--- config.mk ---
export PLATFORM = sky130hd
export DESIGN_NAME = branch_target_buffer
export DESIGN_NICKNAME = d
export VERILOG_FILES = /design/src/rtl/branch_target_buffer.sv
export SDC_FILE = /design/constraint.sdc
export NUM_CORES = 2
export LEC_CHECK = 0
export CORE_MARGIN = 1
export CORE_UTILIZATION = 35
export CTS_BUF_LIST = sky130_fd_sc_hd__clkbuf_4
export DETAILED_ROUTE_END_ITERATION = 12
export RECOVER_POWER = 100
export SYNTH_ARGS = -nofsm -noshare
export SYNTH_HDL_FRONTEND = slang
export SYNTH_SLANG_ARGS = --single-unit
--- constraint.sdc ---
create_clock -name CLK -period 4.8 [get_ports CLK]
set_clock_uncertainty 0.15 [all_clocks]
set_input_delay 0.48 -clock CLK [delete_from_list [all_inputs] [get_ports CLK]]
set_output_delay 0.48 -clock CLK [all_outputs]
set_load 0.02 [all_outputs]
--- src/rtl/branch_target_buffer.sv ---
// branch_target_buffer: direct-mapped BTB with saturating direction counters and a mispredict counter
module branch_target_buffer #(
    parameter int ENTRIES = 16,
    parameter int CTR_W   = 2,
    parameter int CNT_W   = 16
) (
    input  logic             CLK,
    input  logic             nRST,
    input  logic [31:0]      lookup_pc,
    output logic             pred_hit,
    output logic             pred_taken,
    output logic [31:0]      pred_npc,
    input  logic             update_en,
    input  logic [31:0]      update_pc,
    input  logic             update_taken,
    input  logic [31:0]      update_target,
    input  logic             update_mispred,
    input  logic             invalidate_all,
    output logic [CNT_W-1:0] mispred_count
);
    localparam int IDX_W = $clog2(ENTRIES);
    localparam int TAG_W = 30 - IDX_W;
    localparam logic [CTR_W-1:0] CTR_MAX = {CTR_W{1'b1}};
    localparam logic [CTR_W-1:0] CTR_WEAK = CTR_W'(1) << (CTR_W - 1);
    localparam logic [CNT_W-1:0] CNT_MAX = {CNT_W{1'b1}};

    logic [ENTRIES-1:0] valid;
    logic [TAG_W-1:0]   tag_q  [ENTRIES];
    logic [31:0]        target [ENTRIES];
    logic [CTR_W-1:0]   ctr    [ENTRIES];

    logic [IDX_W-1:0] l_idx, u_idx;
    logic [TAG_W-1:0] l_tag, u_tag;
    logic             u_hit;
    logic             unused_bits;

    assign l_idx       = lookup_pc[IDX_W+1:2];
    assign l_tag       = lookup_pc[31:IDX_W+2];
    assign u_idx       = update_pc[IDX_W+1:2];
    assign u_tag       = update_pc[31:IDX_W+2];
    assign unused_bits = ^update_pc[1:0];

    // combinational lookup against current (pre-update) contents
    always_comb begin
        pred_hit   = valid[l_idx] && (tag_q[l_idx] == l_tag);
        pred_taken = pred_hit && ctr[l_idx][CTR_W-1];
        pred_npc   = pred_taken ? target[l_idx] : lookup_pc + 32'd4;
        u_hit      = valid[u_idx] && (tag_q[u_idx] == u_tag);
    end

    // training: hit adjusts counter/target, taken miss allocates, invalidate overrides valid bits
    always_ff @(posedge CLK or negedge nRST) begin
        if (!nRST) begin
            valid <= '0;
            for (int i = 0; i < ENTRIES; i++) begin
                tag_q[i]  <= '0;
                target[i] <= '0;
                ctr[i]    <= '0;
            end
        end else begin
            if (update_en && u_hit) begin
                if (update_taken) begin
                    ctr[u_idx]    <= (ctr[u_idx] == CTR_MAX) ? CTR_MAX : ctr[u_idx] + 1'b1;
                    target[u_idx] <= update_target;
                end else begin
                    ctr[u_idx] <= (ctr[u_idx] == '0) ? '0 : ctr[u_idx] - 1'b1;
                end
            end else if (update_en && update_taken) begin
                valid[u_idx]  <= 1'b1;
                tag_q[u_idx]  <= u_tag;
                target[u_idx] <= update_target;
                ctr[u_idx]    <= CTR_WEAK;
            end
            if (invalidate_all)
                valid <= '0;
        end
    end

    // saturating count of mispredicted resolutions
    always_ff @(posedge CLK or negedge nRST) begin
        if (!nRST)
            mispred_count <= '0;
        else if (update_en && update_mispred && mispred_count != CNT_MAX)
            mispred_count <= mispred_count + 1'b1;
    end
endmodule

# Word level (Yosys, flattened, before mapping)

Index checks and enable logic that the tools add are counted.
Widths: inputs -> output; s select.

Div/mod/pow operators: 0
Magnitude comparators: 6
Shifts and indexed selects: 0
Equal/unequal tests: 6
Bitwise logic cells: 7
Multiplexer cells: 43
Add/sub/neg operators: 4
$mul: 0
Reductions and logical operators: 15

Operators by type and width:

| operator              | count |
|---|---|
| $mux 512              | 3 |
| $bwmux 512            | 1 |
| $bwmux 416            | 1 |
| $mux 32               | 7 |
| $bmux 26 s4           | 2 |
| $mux 26               | 5 |
| $bmux 32 s4           | 1 |
| $demux 32 s4          | 1 |
| $demux 26 s4          | 1 |
| $bwmux 32             | 2 |
| $eq 26x26->1          | 2 |
| $mux 16               | 3 |
| $add 32x3->32 const B | 1 |
| $or 16x16->16         | 2 |
| $add 16x1->16 const B | 1 |
| $and 16x16->16        | 1 |
| $bmux 2 s4            | 2 |
| $ne 16x16->1 const B  | 1 |
| $not 16->16           | 1 |
| $mux 2                | 7 |
| $ge 5x5->1 const B    | 2 |
| $lt 4x5->1 const B    | 2 |
| $not 4->5             | 2 |
| $logic_and 1x1->1     | 9 |
| 14 further kinds      | 21 |

Word-level logic and storage cells: 131
Memory bits (writable): 0
Memories kept: 0
Register bits: 992
Output and inout port bits: 50
Latch bits: 0
ROM bits: 0
Input port bits: 102

# Longest topological paths before layout

Word-level depth: 9
Gate-level depth with buffers: 15
Depth with buffers taken out: 9

# Least setup slack after synthesis

No wires, ideal clock.

Path type: input -> output
Start point: input lookup_pc[2]
End point: output pred_npc[0]
Stages: 9
Arrival time: 4.012 ns
Slack: 0.158 ns
Path buffers: 6
Required time: 4.170 ns
Path through: clkbuf_1 > buf_2 > buf_2 > clkbuf_1 > clkbuf_1 > buf_1 > mux4_2 > mux4_2 > mux2_2

Cells in the longest elaborated chain, start to end: 8
Elaborated cells between the ends (all ways): 16
Classes of those cells: 1 x eq/ne; 12 x mux; 1 x bitwise; 2 x reduce/logical

Ends and longest elaborated chain:

| item                                        | RTL line   | source |
|---|---|---|
| start, declared                             | 9          | `input logic [31:0] lookup_pc,` |
| $not 4->5 (not written as such)             | 45, 46, 47 |  |
| $bmux 26 s4                                 | 45         | `pred_hit = valid[l_idx] && (tag_q[l_idx] == l_tag);` |
| $mux 26 (not written as such) (2 in series) | 45         |  |
| $eq 26x26->1                                | 45         |  |
| $logic_and 1x1->1                           | 45         |  |
| $logic_and 1x1->1                           | 46         | `pred_taken = pred_hit && ctr[l_idx][CTR_W-1];` |
| $mux 32 (*)                                 | 47         | `pred_npc = pred_taken ? target[l_idx] : lookup_pc + 32'd4;` |
| end, declared                               | 12         | `output logic [31:0] pred_npc,` |

Mark *: on every way between the ends. The rest lies on a longest branch, timed or not. The select of a mux whose other input is x is not followed.

# Worst setup path after layout

Start point: register tag_q[315] (netlist name)
End point: output pred_npc[10]

Cells in the longest elaborated chain, start to end: 7

Ends and longest elaborated chain:

| item                                        | RTL line | source |
|---|---|---|
| start, declared                             | 28       | `logic [TAG_W-1:0] tag_q [ENTRIES];` |
| start signal, assigned by index             | 70       | `tag_q[u_idx] <= u_tag;` |
| $bmux 26 s4                                 | 45       |  |
| $mux 26 (not written as such) (2 in series) | 45       |  |
| $eq 26x26->1                                | 45       |  |
| $logic_and 1x1->1                           | 45       |  |
| $logic_and 1x1->1                           | 46       |  |
| $mux 32                                     | 47       |  |

Every way passes these cells. The select of a mux whose other input is x is not followed.

==> impl_metrics.py <==
metrics = {
    "finish": {
        "drive_above_1_share_pct": 50.13,
        "nets": 3917,
        "post-route-util_pct": 41.17,
        "fin_area_um2": 59290,
        "areaGrowthSynthToFinish_pct": 16.44,
        "stdcell_count": 5900,
    },
    "timing": {
        "drv_slew": 850,
        "fin_ws_ns": -0.2144,
        "period_needed_ns": 5.014,
        "hold_viol": 0,
        "timing.fmax_mhz": 199.4,
        "tns_ns": -4.958,
        "relSlewSlack_pct": -80.56,
        "worstMarginPinSlew_ns": 2.708,
        "setup_viol": 41,
        "rsz0062_at_grt": "true",
        "period_share_pct": 104.5,
    },
    "yosys": {
        "ys_ff_latch": 992,
        "synthAdderAreaFrac_pct": 0.06880,
        "synthCells": 3401,
        "yosysSeqAreaShare_pct": 48.75,
        "yosys.cell_types.count": 63,
        "syn-mean-instance-area_um2": 14.97,
        "synth.area.mux_share_pct": 40.23,
        "yosysTopAreaCellShare_pct": 48.75,
        "mappedNetlistArea_um2": 50920,
        "synth_compound_area_share_pct": 3.288,
        "synth-main-ff-cell": "dfrtp_1",
        "synth_area_leaders": "dfrtp_1 (49%), mux2_2 (19%), mux4_2 (16%), mux2i_1 (2.6%), mux2_1 (2.1%)",
        "synth_fp_nets": 3505,
        "synth_top_area_cell": "dfrtp_1",
        "ys_warn_count": 0,
        "synth_top_family_by_area": "multiplexers",
        "synthSimpleGateAreaFrac_pct": 2.514,
        "synthArstFlopShare_pct": 100.0,
        "synth_edf_count": 0,
        "synth_xor_area_share_pct": 1.737,
    },
    "outcome": {
        "outcome": "finished, violations left",
        "failed_checks": "design-rule violations, max-capacitance violations, max-slew violations, negative setup slack",
    },
    "route": {
        "antenna_left": 0,
        "drc": 20,
        "wl_per_cell_um": 26.94,
        "wl_mm": 159.0,
        "drt_iter0_markers": 2328,
        "dr.pass1.iters": 10,
        "vias": 33180,
        "viasPerCell": 5.623,
    },
    "clock_tree": {
        "cts_root_buf": "clkbuf_4",
        "clockBufferDepth": 4,
        "cts-htree-levels": 5,
        "cts_made_buffers": 293,
        "insertion_delay_ns": 1.27,
        "cts_tree": "done",
        "cts.clk_slew.worst_paths_ns": 0.06,
        "cts_sinks": 992,
    },
    "worst_setup_path": {
        "r2r_setup_slack_ns": -0.04,
        "rr_endpoint": "tag_q[73]",
        "reg2regPathDepth": 11,
        "critPathRequiredTime_ns": 4.17,
        "end_kind": "primary output",
        "crit_end": "pred_npc[10]",
        "path_class": "reg -> out",
        "r2r-start": "tag_q[227]",
        "arrival_ns": 4.38,
        "startpoint_type": "flop",
        "critPathMaxFanout": 6,
        "crit_path_start": "tag_q[315]",
    },
    "power_and_ir_drop": {
        "power.density_nw_per_um2": 394.0,
        "p_leak_nw": 26.00,
        "irDropWorstVdd_v": 0.0002972,
    },
    "floorplanning": {
        "chipHeight_um": 383.4,
        "fp-row-count": 139,
        "initial_core_util_pct": 35.36,
        "die_area_um2": 147000,
        "die_w_um": 383.4,
        "coreArea_um2": 144000,
        "io_pins": 152,
    },
    "global_route": {
        "overflow": 0,
        "grt_pass1_vias": 34260,
        "antenna_found_initial": 13,
        "grt_usage_pct": 21.82,
        "grt_max_degree": 111,
        "grt_pass1_wl_mm": 236.1,
    },
    "placement": {
        "dpl.cell_count": 5375,
        "port_buffers": 149,
        "place_hpwl_mm": 99.20,
        "pre_cts_ws_ns": -0.1101,
        "gp_congestion": 0.9312,
        "place_area_um2": 56000,
    },
    "run": {
        "max-cap-violations": 20,
    },
    "min_path": {
        "min_path_type": "in -> reg",
    },
}
-- Yosys cell counts, drive strengths merged (3+ instances only) --
master  count
nand2      81
o21ai      14
a32oi       3
and4        4
nor2       41
a22oi      22
a21oi      48
xnor2      57
o211ai     18
dfrtp     992
o22a        3
or3         3
nand2b      7
a22o        4
a31oi       7
xor2       44
o22ai       8
clkbuf    183
a221oi      6
o31ai      17
nor2b       7
o311ai     17
mux2i     133
nand4      18
mux2      967
a211oi     20
and2        7
nor4       25
and3       10
mux4      367
or2         4
nand3      26
inv        57
buf       135
nor3       15
-- power by group --
group | internal, mW | leakage, nW | switching [mW]
Combinational | 2.78 | 11.2 | 2.01
Sequential | 9.92 | 12.7 | 0.966
Clock | 4.04 | 2.05 | 3.64
-- worst min path at each step --
stage	startpoint	end	cells past startpoint
detailed placement	target[439]	target[439]	1
floorplan	nRST	ctr[0]	0
global placement	target[430]	target[430]	1
CTS	update_target[6]	target[102]	2
global route	update_pc[24]	tag_q[278]	2
finish	update_pc[24]	tag_q[278]	2
-- flip-flops by register name (all words and copies together), names as in the netlist --
register,count
target,512
tag_q,416
ctr,32
mispred_count,16
valid,16
-- cells in the final DEF (no fill, tap or decap), drive strengths merged, types with 7 or more instances in the layout --
cell type,instances
mux2,967
xnor2,57
nand4,18
nand3,26
o211ai,18
clkbuf,472
and2,7
nand2b,7
a22oi,22
o22ai,8
a31oi,7
and3,10
dfrtp,992
nor4,25
o21ai,14
nor3,15
a21oi,48
nor2b,7
mux4,367
a211oi,20
nand2,81
buf,239
nor2,41
mux2i,133
o311ai,17
o31ai,17
clkdlybuf4s50,90
dlygate4sd3,47
inv,65
diode,9
clkinv,45
xor2,44
-- stage by stage --
step                      hold WS [ns]  total power, mW
after floorplan                0.03441            14.00
after CTS                    0.0006596            23.60
final                           0.1209            23.36
after detailed placement        0.3372            15.72
after global placement          0.3319            15.58
after global routing           0.05384            24.57
-- kinds of logic after synthesis --
logic type	Yosys count
adder cells (fa/ha/maj)	3
AND/OR/NAND/NOR	257
flip-flops	992
multiplexers	1467
buffers and inverters	375
XOR/XNOR	101
AO/OA/AOI/OAI	206
-- layer usage --
metal	GRT usage, %	up-vias	wire length (um)
met5	0	-	101
met4	7.252	16	4196
met3	6.149	265	12810
met2	32.94	1176	72580
met1	30.16	17820	69270
li1	-	13900	-
-- cell type report --
class,count,area [um^2]
Clock inverter,55,265.3
Inverter,57,214.0
Fill cell,13600,84710
Clock buffer,415,3115
Antenna cell,9,22.52
Multi-Input combinational cell,2034,24470
Timing Repair Buffer,435,3998
Tap cell,1903,2381
Sequential cell,992,24820
-- timing repair --
action | 4_1_cts | 5_1_grt
hold endpoints to repair | 1249 | 0
buffers inserted | 11 | 3
cloned | 2 | 0
hold buffers | 31 | 0
setup endpoints to repair | 34 | 34
gates resized for setup | 143 | 35
pin swaps | 8 | 11
-- worst max-delay path, stage by stage (launching register included) --
cell       delay [ns]
dfrtp_1          0.40
mux4_2           0.49
mux2i_4          0.18
xor2_2           0.28
a32oi_2          0.15
nand2b_4         0.19
nor4bb_4         0.28
nand4_1          0.17
buf_6            0.20
bufbuf_16        0.29
mux2_4           0.35
buf_6            0.14
No activity file was read; power rests on OpenSTA's default activity.
